## src/rtl/uart_rx_ctrl.sv

```systemverilog
// rtl/uart_rx_ctrl.sv - UART receive controller: baud tick, RX FIFO, overrun, idle timeout (option: UART_RX_TIMEOUT_EN)
module uart_rx_ctrl #(
    parameter int FIFO_DEPTH    = 8,
    parameter int TIMEOUT_CHARS = 4
) (
    input  logic                          clk,
    input  logic                          rst,
    input  logic                          cfg_en,
    input  logic [15:0]                   cfg_divisor,
    input  logic                          cfg_flush,
    input  logic                          clr_overrun,
    output logic                          baud_x16_tick,
    input  logic                          eng_valid,
    output logic                          eng_ready,
    input  logic [7:0]                    eng_data,
    input  logic                          eng_busy,
    output logic                          rd_valid,
    input  logic                          rd_ready,
    output logic [7:0]                    rd_data,
    output logic [$clog2(FIFO_DEPTH):0]   level,
    output logic                          overrun,
    output logic                          timeout_irq
);
    localparam int AW = $clog2(FIFO_DEPTH);
    localparam int LW = AW + 1;

    logic [15:0]   div_cnt_q, div_cnt_d;
    logic          tick_q, tick_d;
    logic [AW-1:0] wr_ptr_q, wr_ptr_d;
    logic [AW-1:0] rd_ptr_q, rd_ptr_d;
    logic [LW-1:0] level_q, level_d;
    logic          overrun_q, overrun_d;
    logic [7:0]    mem_q [FIFO_DEPTH];
    logic [7:0]    mem_d [FIFO_DEPTH];

    logic push_req, pop, full, push_ok, drop;

    assign eng_ready     = 1'b1;
    assign baud_x16_tick = tick_q;
    assign rd_valid      = (level_q != '0);
    assign rd_data       = mem_q[rd_ptr_q];
    assign level         = level_q;
    assign overrun       = overrun_q;

    assign push_req = eng_valid && cfg_en;
    assign pop      = rd_valid && rd_ready;
    assign full     = (level_q == LW'(FIFO_DEPTH));
    // A full FIFO still accepts a byte when a pop frees a slot in the same cycle.
    assign push_ok  = push_req && (!full || pop);
    assign drop     = push_req && full && !pop && !cfg_flush;

    // Tick divider: registered pulse so the first tick lands divisor+1 cycles after enable.
    always_comb begin
        div_cnt_d = div_cnt_q;
        tick_d    = 1'b0;
        if (!cfg_en) begin
            div_cnt_d = '0;
        end else if (div_cnt_q >= cfg_divisor) begin
            tick_d    = 1'b1;
            div_cnt_d = '0;
        end else begin
            div_cnt_d = div_cnt_q + 16'd1;
        end
    end

    // FIFO pointers, occupancy and sticky overrun; flush wins over push and pop.
    always_comb begin
        wr_ptr_d  = wr_ptr_q;
        rd_ptr_d  = rd_ptr_q;
        level_d   = level_q;
        overrun_d = overrun_q;
        mem_d     = mem_q;
        if (cfg_flush) begin
            wr_ptr_d = '0;
            rd_ptr_d = '0;
            level_d  = '0;
        end else begin
            if (push_ok) begin
                mem_d[wr_ptr_q] = eng_data;
                wr_ptr_d        = wr_ptr_q + 1'b1;
            end
            if (pop) begin
                rd_ptr_d = rd_ptr_q + 1'b1;
            end
            if (push_ok && !pop) begin
                level_d = level_q + 1'b1;
            end else if (!push_ok && pop) begin
                level_d = level_q - 1'b1;
            end
        end
        if (clr_overrun) begin
            overrun_d = 1'b0;
        end
        if (drop) begin
            overrun_d = 1'b1;
        end
    end

    // Control state register.
    always_ff @(posedge clk) begin
        if (rst) begin
            div_cnt_q <= '0;
            tick_q    <= 1'b0;
            wr_ptr_q  <= '0;
            rd_ptr_q  <= '0;
            level_q   <= '0;
            overrun_q <= 1'b0;
        end else begin
            div_cnt_q <= div_cnt_d;
            tick_q    <= tick_d;
            wr_ptr_q  <= wr_ptr_d;
            rd_ptr_q  <= rd_ptr_d;
            level_q   <= level_d;
            overrun_q <= overrun_d;
        end
    end

    // FIFO storage; contents need no reset since level gates visibility.
    always_ff @(posedge clk) begin
        mem_q <= mem_d;
    end

`ifdef UART_RX_TIMEOUT_EN
    localparam int TW = $clog2(TIMEOUT_CHARS * 160);
    localparam logic [TW-1:0] TLIM = TW'(TIMEOUT_CHARS * 160 - 1);

    typedef enum logic [1:0] {T_IDLE, T_COUNT, T_FIRED} tstate_e;

    tstate_e       state_q, state_d;
    logic [TW-1:0] tcnt_q, tcnt_d;

    assign timeout_irq = (state_q == T_FIRED);

    // Idle-line timeout: counts character time with data waiting and the line quiet.
    always_comb begin
        state_d = state_q;
        tcnt_d  = tcnt_q;
        if (cfg_flush || !cfg_en) begin
            state_d = T_IDLE;
            tcnt_d  = '0;
        end else begin
            case (state_q)
                T_IDLE: begin
                    tcnt_d = '0;
                    if (level_q != '0) begin
                        state_d = T_COUNT;
                    end
                end
                T_COUNT: begin
                    if (level_d == '0) begin
                        state_d = T_IDLE;
                        tcnt_d  = '0;
                    end else if (push_ok || pop) begin
                        tcnt_d = '0;
                    end else if (tick_q && !eng_busy) begin
                        if (tcnt_q == TLIM) begin
                            state_d = T_FIRED;
                            tcnt_d  = '0;
                        end else begin
                            tcnt_d = tcnt_q + 1'b1;
                        end
                    end
                end
                T_FIRED: begin
                    if (level_d == '0) begin
                        state_d = T_IDLE;
                        tcnt_d  = '0;
                    end else if (pop && level_q > LW'(1)) begin
                        state_d = T_COUNT;
                        tcnt_d  = '0;
                    end
                end
                default: begin
                    state_d = T_IDLE;
                    tcnt_d  = '0;
                end
            endcase
        end
    end

    // Timeout state register.
    always_ff @(posedge clk) begin
        if (rst) begin
            state_q <= T_IDLE;
            tcnt_q  <= '0;
        end else begin
            state_q <= state_d;
            tcnt_q  <= tcnt_d;
        end
    end
`else
    logic unused_busy;
    assign unused_busy = eng_busy;
    assign timeout_irq = 1'b0;
`endif

endmodule

```

## config.mk

```make
export PLATFORM = sky130hd
export DESIGN_NAME = uart_rx_ctrl
export DESIGN_NICKNAME = d
export VERILOG_FILES = /design/src/rtl/uart_rx_ctrl.sv
export SDC_FILE = /design/constraint.sdc
export NUM_CORES = 1
export LEC_CHECK = 0
export ABC_AREA = 1
export CELL_PAD_IN_SITES_DETAIL_PLACEMENT = 0
export CELL_PAD_IN_SITES_GLOBAL_PLACEMENT = 1
export CORE_MARGIN = 2
export CORE_UTILIZATION = 26
export DETAILED_ROUTE_END_ITERATION = 7
export GPL_TIMING_DRIVEN = 0
export HOLD_SLACK_MARGIN = 0.06
export PLACE_DENSITY = 0.49
export REMOVE_ABC_BUFFERS = 1
export SYNTH_ARGS = -nofsm -noshare
export SYNTH_HDL_FRONTEND = slang
export SYNTH_SLANG_ARGS = --single-unit
```

## constraint.sdc

```tcl
create_clock -name clk -period 2.7 [get_ports clk]
set_input_delay 0.54 -clock clk [delete_from_list [all_inputs] [get_ports clk]]
set_output_delay 0.54 -clock clk [all_outputs]
set_load 0.005 [all_outputs]
```

==> flow_metrics.env, run 1 <==
export IMPL_status="finished clean"
export IMPL_worstMarginPinSlew_ns=0.9944
export IMPL_rsz0062_at_grt="false"
export IMPL_cts_buffers=9
export IMPL_drt_total_wl_um=10120
export IMPL_r2r_slack_ns=0.49
export IMPL_clock_skew_ns=0.009804
export IMPL_finalNetCount=553
export IMPL_p_int_mw=2.394
export IMPL_track_usage_pct=12.08
export IMPL_io_buffers=45
export IMPL_mostFrequentLayoutCell="nor2_1"
export IMPL_routabilityCongestion=0.7536
export IMPL_clk_latency_ns=0.34
export IMPL_vdd_drop_max_uv=267.8
export IMPL_cts_sinks=92
export IMPL_antenna_found_initial=0
export IMPL_ios=49
export IMPL_maxCapViolCount=0
export IMPL_synth_edf_count=64
export IMPL_avgSynthCellArea_um2=9.725
export IMPL_cts_root_buf="clkbuf_16"
export IMPL_arrival_ns=1.97
export IMPL_yosys_warnings=0
export IMPL_final_max_slew_viol_count=0
export IMPL_reg2reg_from="level[1]"
export IMPL_finalHoldViolations=0
export IMPL_switching_share_pct=23.07
export IMPL_wl_per_cell_um=14.00
export IMPL_setup_tns_ns=0
export IMPL_ys_seq_area_share_pct=57.49
export IMPL_whs_path_depth=2
export IMPL_grt_overflow_total=0
export IMPL_die_x_um=132.9
export IMPL_place_hpwl_um=6704
export IMPL_vias_per_cell=4.284
export IMPL_hp_start="overrun"
export IMPL_crit_required_ns=2.16
export IMPL_finalSetupViolations=0
export IMPL_setup_worst_path_start_class="register"
export IMPL_coreArea_um2=16410
export IMPL_htree_num_levels=3
export IMPL_clockBufferDepth=2
export IMPL_hold_ws_ns=0.4820
export IMPL_path_class="register to primary output"
export IMPL_p_leak_nw=1.951
export IMPL_min_period_ns=2.512
export IMPL_netlist_area_um2=4318
export IMPL_initialDrtViolationCount=144
export IMPL_cts_clk_slew_worst_paths_ns=0.07
export IMPL_synthCells=444
export IMPL_die_area_um2=17650
export IMPL_n_antenna_cell=0
export IMPL_r2r_end="mem_q[35]"
export IMPL_num_vias=3097
export IMPL_switching_power_mw=0.7177
export IMPL_synthArstFlopShare_pct=0
export IMPL_end_kind="primary output"
export IMPL_mostFrequentLayoutCells="nor2_1 (99), edfxtp_1 (64), inv_1 (47)"
export IMPL_start_util_pct=26.32
export IMPL_firstDrtPassIters=6
export IMPL_grt_max_degree=35
export IMPL_p_clk_share_pct=41.0
export IMPL_min_to="overrun"
export IMPL_period_share_pct=93.03
export IMPL_power_frac_seq_pct=49.4
export IMPL_yosysUniqueCellTypes=32
export IMPL_p_per_area_nw_per_um2=574.8
export IMPL_ys_seq_elements=92
export IMPL_grt_pass1_wl_um=16350
export IMPL_ant_nets=0
export IMPL_reg2reg_depth=6
export IMPL_drcViolationCount=0
export IMPL_drive_above_1_share_pct=9.145
export IMPL_die_h_um=132.9
export IMPL_worstPathMaxFanout=9
export IMPL_relSlewSlack_pct=33.46
export IMPL_fmax_mhz=398.1
export IMPL_area_growth_pct=25.35
export IMPL_p_comb_share_pct=9.6
export IMPL_cts_tree="yes"
export IMPL_fillers=1696
export IMPL_grt_pass1_vias=3111
export IMPL_ys_flop_type="edfxtp_1"
export IMPL_hp_class="register to register"
export IMPL_rows=47
## flip-flops by register name, indices dropped and copies added, names as in the netlist
register and count:
baud_x16_tick 1, div_cnt_q 16, level 4, mem_q 64, overrun 1, rd_ptr_q 3, wr_ptr_q 3
## final cells by class
type,instances,area (um^2),area share [%]
Sequential cell,92,2490,46.00
Clock buffer,10,229.0,4.230
Tap cell,220,275.3,5.086
Clock inverter,6,68.82,1.271
Timing Repair Buffer,55,553.0,10.22
Multi-Input combinational cell,290,1590,29.38
Inverter,50,206.4,3.814
## power groups by stage
stage,clock network (mW),logic [mW],registers [mW]
after floorplan,0,0.135,1.57
after global placement,0,0.270,1.58
after detailed placement,0,0.274,1.58
after CTS,1.32,0.284,1.54
after global routing,1.36,0.337,1.54
final,1.28,0.297,1.54
## metal layers
layer	routed length [um]	track usage, %
met5	0	0
met1	4716	15.55
met2	4895	20.18
met3	390	2.912
met4	121	3.584
## worst max path at each step
stage / startpoint / end / slack, ns / cells past startpoint
2_1_floorplan: rd_ptr_q[0] / rd_data[0] / 0.62 / 5
3_3_place_gp: rd_ready / mem_q[58] / -0.81 / 7
3_5_place_dp: rd_ptr_q[0] / rd_data[3] / -0.80 / 6
4_1_cts: rd_ptr_q[1] / rd_data[3] / 0.04 / 6
5_1_grt: rd_ptr_q[0] / rd_data[1] / 0.06 / 6
6_report: rd_ptr_q[1] / rd_data[7] / 0.19 / 6
## kinds of logic (layout without fill, tap and decap cells)
group                    after synthesis  in the layout  share of synthesized area, %
adder cells (fa/ha/maj)               23             23                         6.839
buffers and inverters                 62            121                         6.056
AO/OA/AOI/OAI                         75             75                         9.330
XOR/XNOR                              16             16                         3.245
other                                  2              2                        0.1739
AND/OR/NAND/NOR                      174            174                         16.87
flip-flops                            92             92                         57.49
## stage by stage
stage               std cells  util, %  cell area [um^2]  setup slack, ns  power [mW]
global placement          697    30.29              4970          -0.8090       1.850
global route              723    32.99              5413          0.06435       3.238
floorplan                 432        -              4244           0.6196       1.705
CTS                       716    32.53              5336          0.03583       3.144
detailed placement        699    30.49              5002          -0.8036       1.853
finish                    723    32.99              5413           0.1883       3.111
## synthesized netlist by cell type, types with 4 or more instances
library cell / count / share of area [%]
nor2_1: 99 / 8.6
edfxtp_1: 64 / 45
inv_1: 47 / 4.1
nand2_1: 45 / 3.9
o21ai_0: 40 / 4.6
dfxtp_1: 28 / 13
ha_1: 22 / 6.4
a21oi_1: 15 / 1.7
nand3_1: 10 / 1.2
xor2_1: 10 / 2.0
o22ai_1: 9 / 1.3
a31oi_1: 8 / 1.2
nor2_2: 7 / 1.0
nor3_1: 6 / 0.70
xnor2_1: 6 / 1.2
buf_2: 5 / 0.58
buf_4: 4 / 0.70
## worst max-delay path, cell delays in order, from the launching register on
cell             delay (ns)
dfxtp_4                0.42
buf_4                  0.18
o21ai_0                0.09
o22ai_1                0.16
nor2_1                 0.08
a31oi_1                0.17
clkdlybuf4s50_1        0.53
## repair_timing
action	4_1_cts	5_1_grt
setup endpoints to repair	8	4
resized for setup	10	2
hold buffers	0	0
setup buffers	1	7
Note: power is estimated with default switching activity, not from simulation.
==> inputs of run 2 (changes only) <==
PLACE_DENSITY = not set   (was 0.49)
PLACE_DENSITY_LB_ADDON = 0.1   (was not set)
SKIP_LAST_GASP = 1   (was not set)
==> flow_metrics.env, run 2 (synthesis gave the netlist of run 1 again) <==
export IMPL_clockBufferDepth=2
export IMPL_r2r_slack_ns=0.46
export IMPL_fillers=1695
export IMPL_clock_skew_ns=0.008346
export IMPL_p_comb_share_pct=9.9
export IMPL_ios=49
export IMPL_hp_class="register to register"
export IMPL_vdd_drop_max_uv=285.1
export IMPL_worstMarginPinSlew_ns=0.9796
export IMPL_end_kind="primary output"
export IMPL_grt_max_degree=35
export IMPL_drcViolationCount=0
export IMPL_reg2reg_from="level[0]"
export IMPL_path_class="register to primary output"
export IMPL_rows=47
export IMPL_routabilityCongestion=0.7312
export IMPL_final_max_slew_viol_count=0
export IMPL_ant_nets=0
export IMPL_period_share_pct=95.00
export IMPL_hp_start="div_cnt_q[0]"
export IMPL_power_frac_seq_pct=50.7
export IMPL_reg2reg_depth=6
export IMPL_rsz0062_at_grt="false"
export IMPL_die_area_um2=17650
export IMPL_dpl_cell_area_um2=5002
export IMPL_p_leak_nw=1.951
export IMPL_cts_root_buf="clkbuf_16"
export IMPL_mostFrequentLayoutCells="nor2_1 (99), edfxtp_1 (64), inv_1 (47)"
export IMPL_cts_sinks=92
export IMPL_initialDrtViolationCount=132
export IMPL_place_hpwl_um=6630
export IMPL_grt_pass1_vias=3021
export IMPL_switching_power_mw=0.7263
export IMPL_switching_share_pct=23.98
export IMPL_dp_cells=699
export IMPL_min_period_ns=2.565
export IMPL_coreArea_um2=16410
export IMPL_p_per_area_nw_per_um2=560.7
export IMPL_maxCapViolCount=0
export IMPL_hold_ws_ns=0.4869
export IMPL_num_vias=3084
export IMPL_drt_total_wl_um=10160
export IMPL_arrival_ns=2.02
export IMPL_worstPathMaxFanout=17
export IMPL_clk_latency_ns=0.35
export IMPL_track_usage_pct=12.26
export IMPL_die_h_um=132.9
export IMPL_fmax_mhz=389.9
export IMPL_finalNetCount=555
export IMPL_regMostFlops="mem_q"
export IMPL_finalHoldViolations=0
export IMPL_htree_num_levels=3
export IMPL_die_x_um=132.9
export IMPL_p_clk_share_pct=39.3
export IMPL_finalSetupViolations=0
export IMPL_mostFrequentLayoutCell="nor2_1"
export IMPL_final_area_um2=5403
export IMPL_min_to="div_cnt_q[0]"
export IMPL_area_growth_pct=25.12
export IMPL_wl_per_cell_um=14.02
export IMPL_r2r_end="mem_q[36]"
export IMPL_firstDrtPassIters=4
export IMPL_io_buffers=45
export IMPL_antenna_found_initial=0
export IMPL_vias_per_cell=4.254
export IMPL_grt_pass1_wl_um=16370
export IMPL_p_int_mw=2.303
export IMPL_whs_path_depth=1
export IMPL_grt_overflow_total=0
export IMPL_largest_reg_flops=64
export IMPL_n_antenna_cell=0
export IMPL_status="finished clean"
export IMPL_relSlewSlack_pct=34.45
export IMPL_fin_cells=725
export IMPL_cts_tree="yes"
export IMPL_power_mw=3.029
export IMPL_crit_required_ns=2.16
export IMPL_cts_hold_buf=0
export IMPL_cts_buffers=9
export IMPL_drive_above_1_share_pct=9.307
export IMPL_start_util_pct=26.32
export IMPL_cts_clk_slew_worst_paths_ns=0.07
export IMPL_setup_worst_path_start_class="register"
-- run 2: repair_timing --
| action | 4_1_cts | 5_1_grt |
|---|---|---|
| buffers inserted | 1 | 8 |
| gates cloned | 0 | 1 |
| endpoints found under the setup margin | 8 | 4 |
| gates resized for setup | 10 | 2 |
-- run 2: cell type report --
| class | count | area (um^2) | share of cell area (%) |
|---|---|---|---|
| well taps | 220 | 275.3 | 5.095 |
| flip-flops and latches | 92 | 2490 | 46.09 |
| clock buffers | 10 | 229.0 | 4.238 |
| multi-input cells | 290 | 1584 | 29.32 |
| inverters | 50 | 209.0 | 3.868 |
| clock inverters | 6 | 46.29 | 0.8569 |
| repair buffers | 56 | 560.5 | 10.38 |
| repair inverters | 1 | 8.758 | 0.1621 |
-- run 2: per-stage QoR --
step / setup TNS (ns) / setup slack, ns / util (%)
6_report: 0 / 0.1351 / 32.93
5_1_grt: 0 / 0.01702 / 32.93
4_1_cts: 0 / 0.04106 / 32.39
3_5_place_dp: -9.279 / -0.8018 / 30.49
3_3_place_gp: -19.94 / -0.8221 / 30.29
2_1_floorplan: 0 / 0.6196 / -
-- run 2: worst max-delay path by stage --
| stage | startpoint | end | slack, ns | depth (start not counted) |
|---|---|---|---|---|
| 2_1_floorplan | rd_ptr_q[0] | rd_data[0] | 0.62 | 5 |
| 3_3_place_gp | rd_ready | mem_q[63] | -0.82 | 7 |
| 3_5_place_dp | rd_ptr_q[0] | rd_data[4] | -0.80 | 6 |
| 4_1_cts | rd_ptr_q[0] | rd_data[5] | 0.04 | 6 |
| 5_1_grt | rd_ptr_q[0] | rd_data[6] | 0.02 | 7 |
| 6_report | rd_ptr_q[0] | rd_data[6] | 0.14 | 7 |
-- run 2: worst max-delay path, cell delays in order, from the launching register on --
cell             delay (ns)
dfxtp_4                0.36
buf_12                 0.14
clkinv_8               0.08
nor2_1                 0.05
o22ai_1                0.21
nor2_1                 0.06
a31oi_1                0.22
clkdlybuf4s50_1        0.55
-- run 2: per-layer routing --
metal	wire length (um)	global-route usage, %	share of wire [%]	vias to the layer above
met5	0	0	0	-
met4	118	3.405	1.2	0
met3	353	3.333	3.5	8
met2	5064	21.47	50	41
met1	4626	14.80	46	1442
li1	-	-	-	1593
-- run 2: power by group through the flow --
stage               logic [mW]  registers [mW]  clock network [mW]
floorplan                0.135            1.57                   0
CTS                      0.286            1.54                1.23
detailed placement       0.276            1.58                   0
global route             0.343            1.54                1.30
global placement         0.271            1.58                   0
finish                   0.301            1.54                1.19
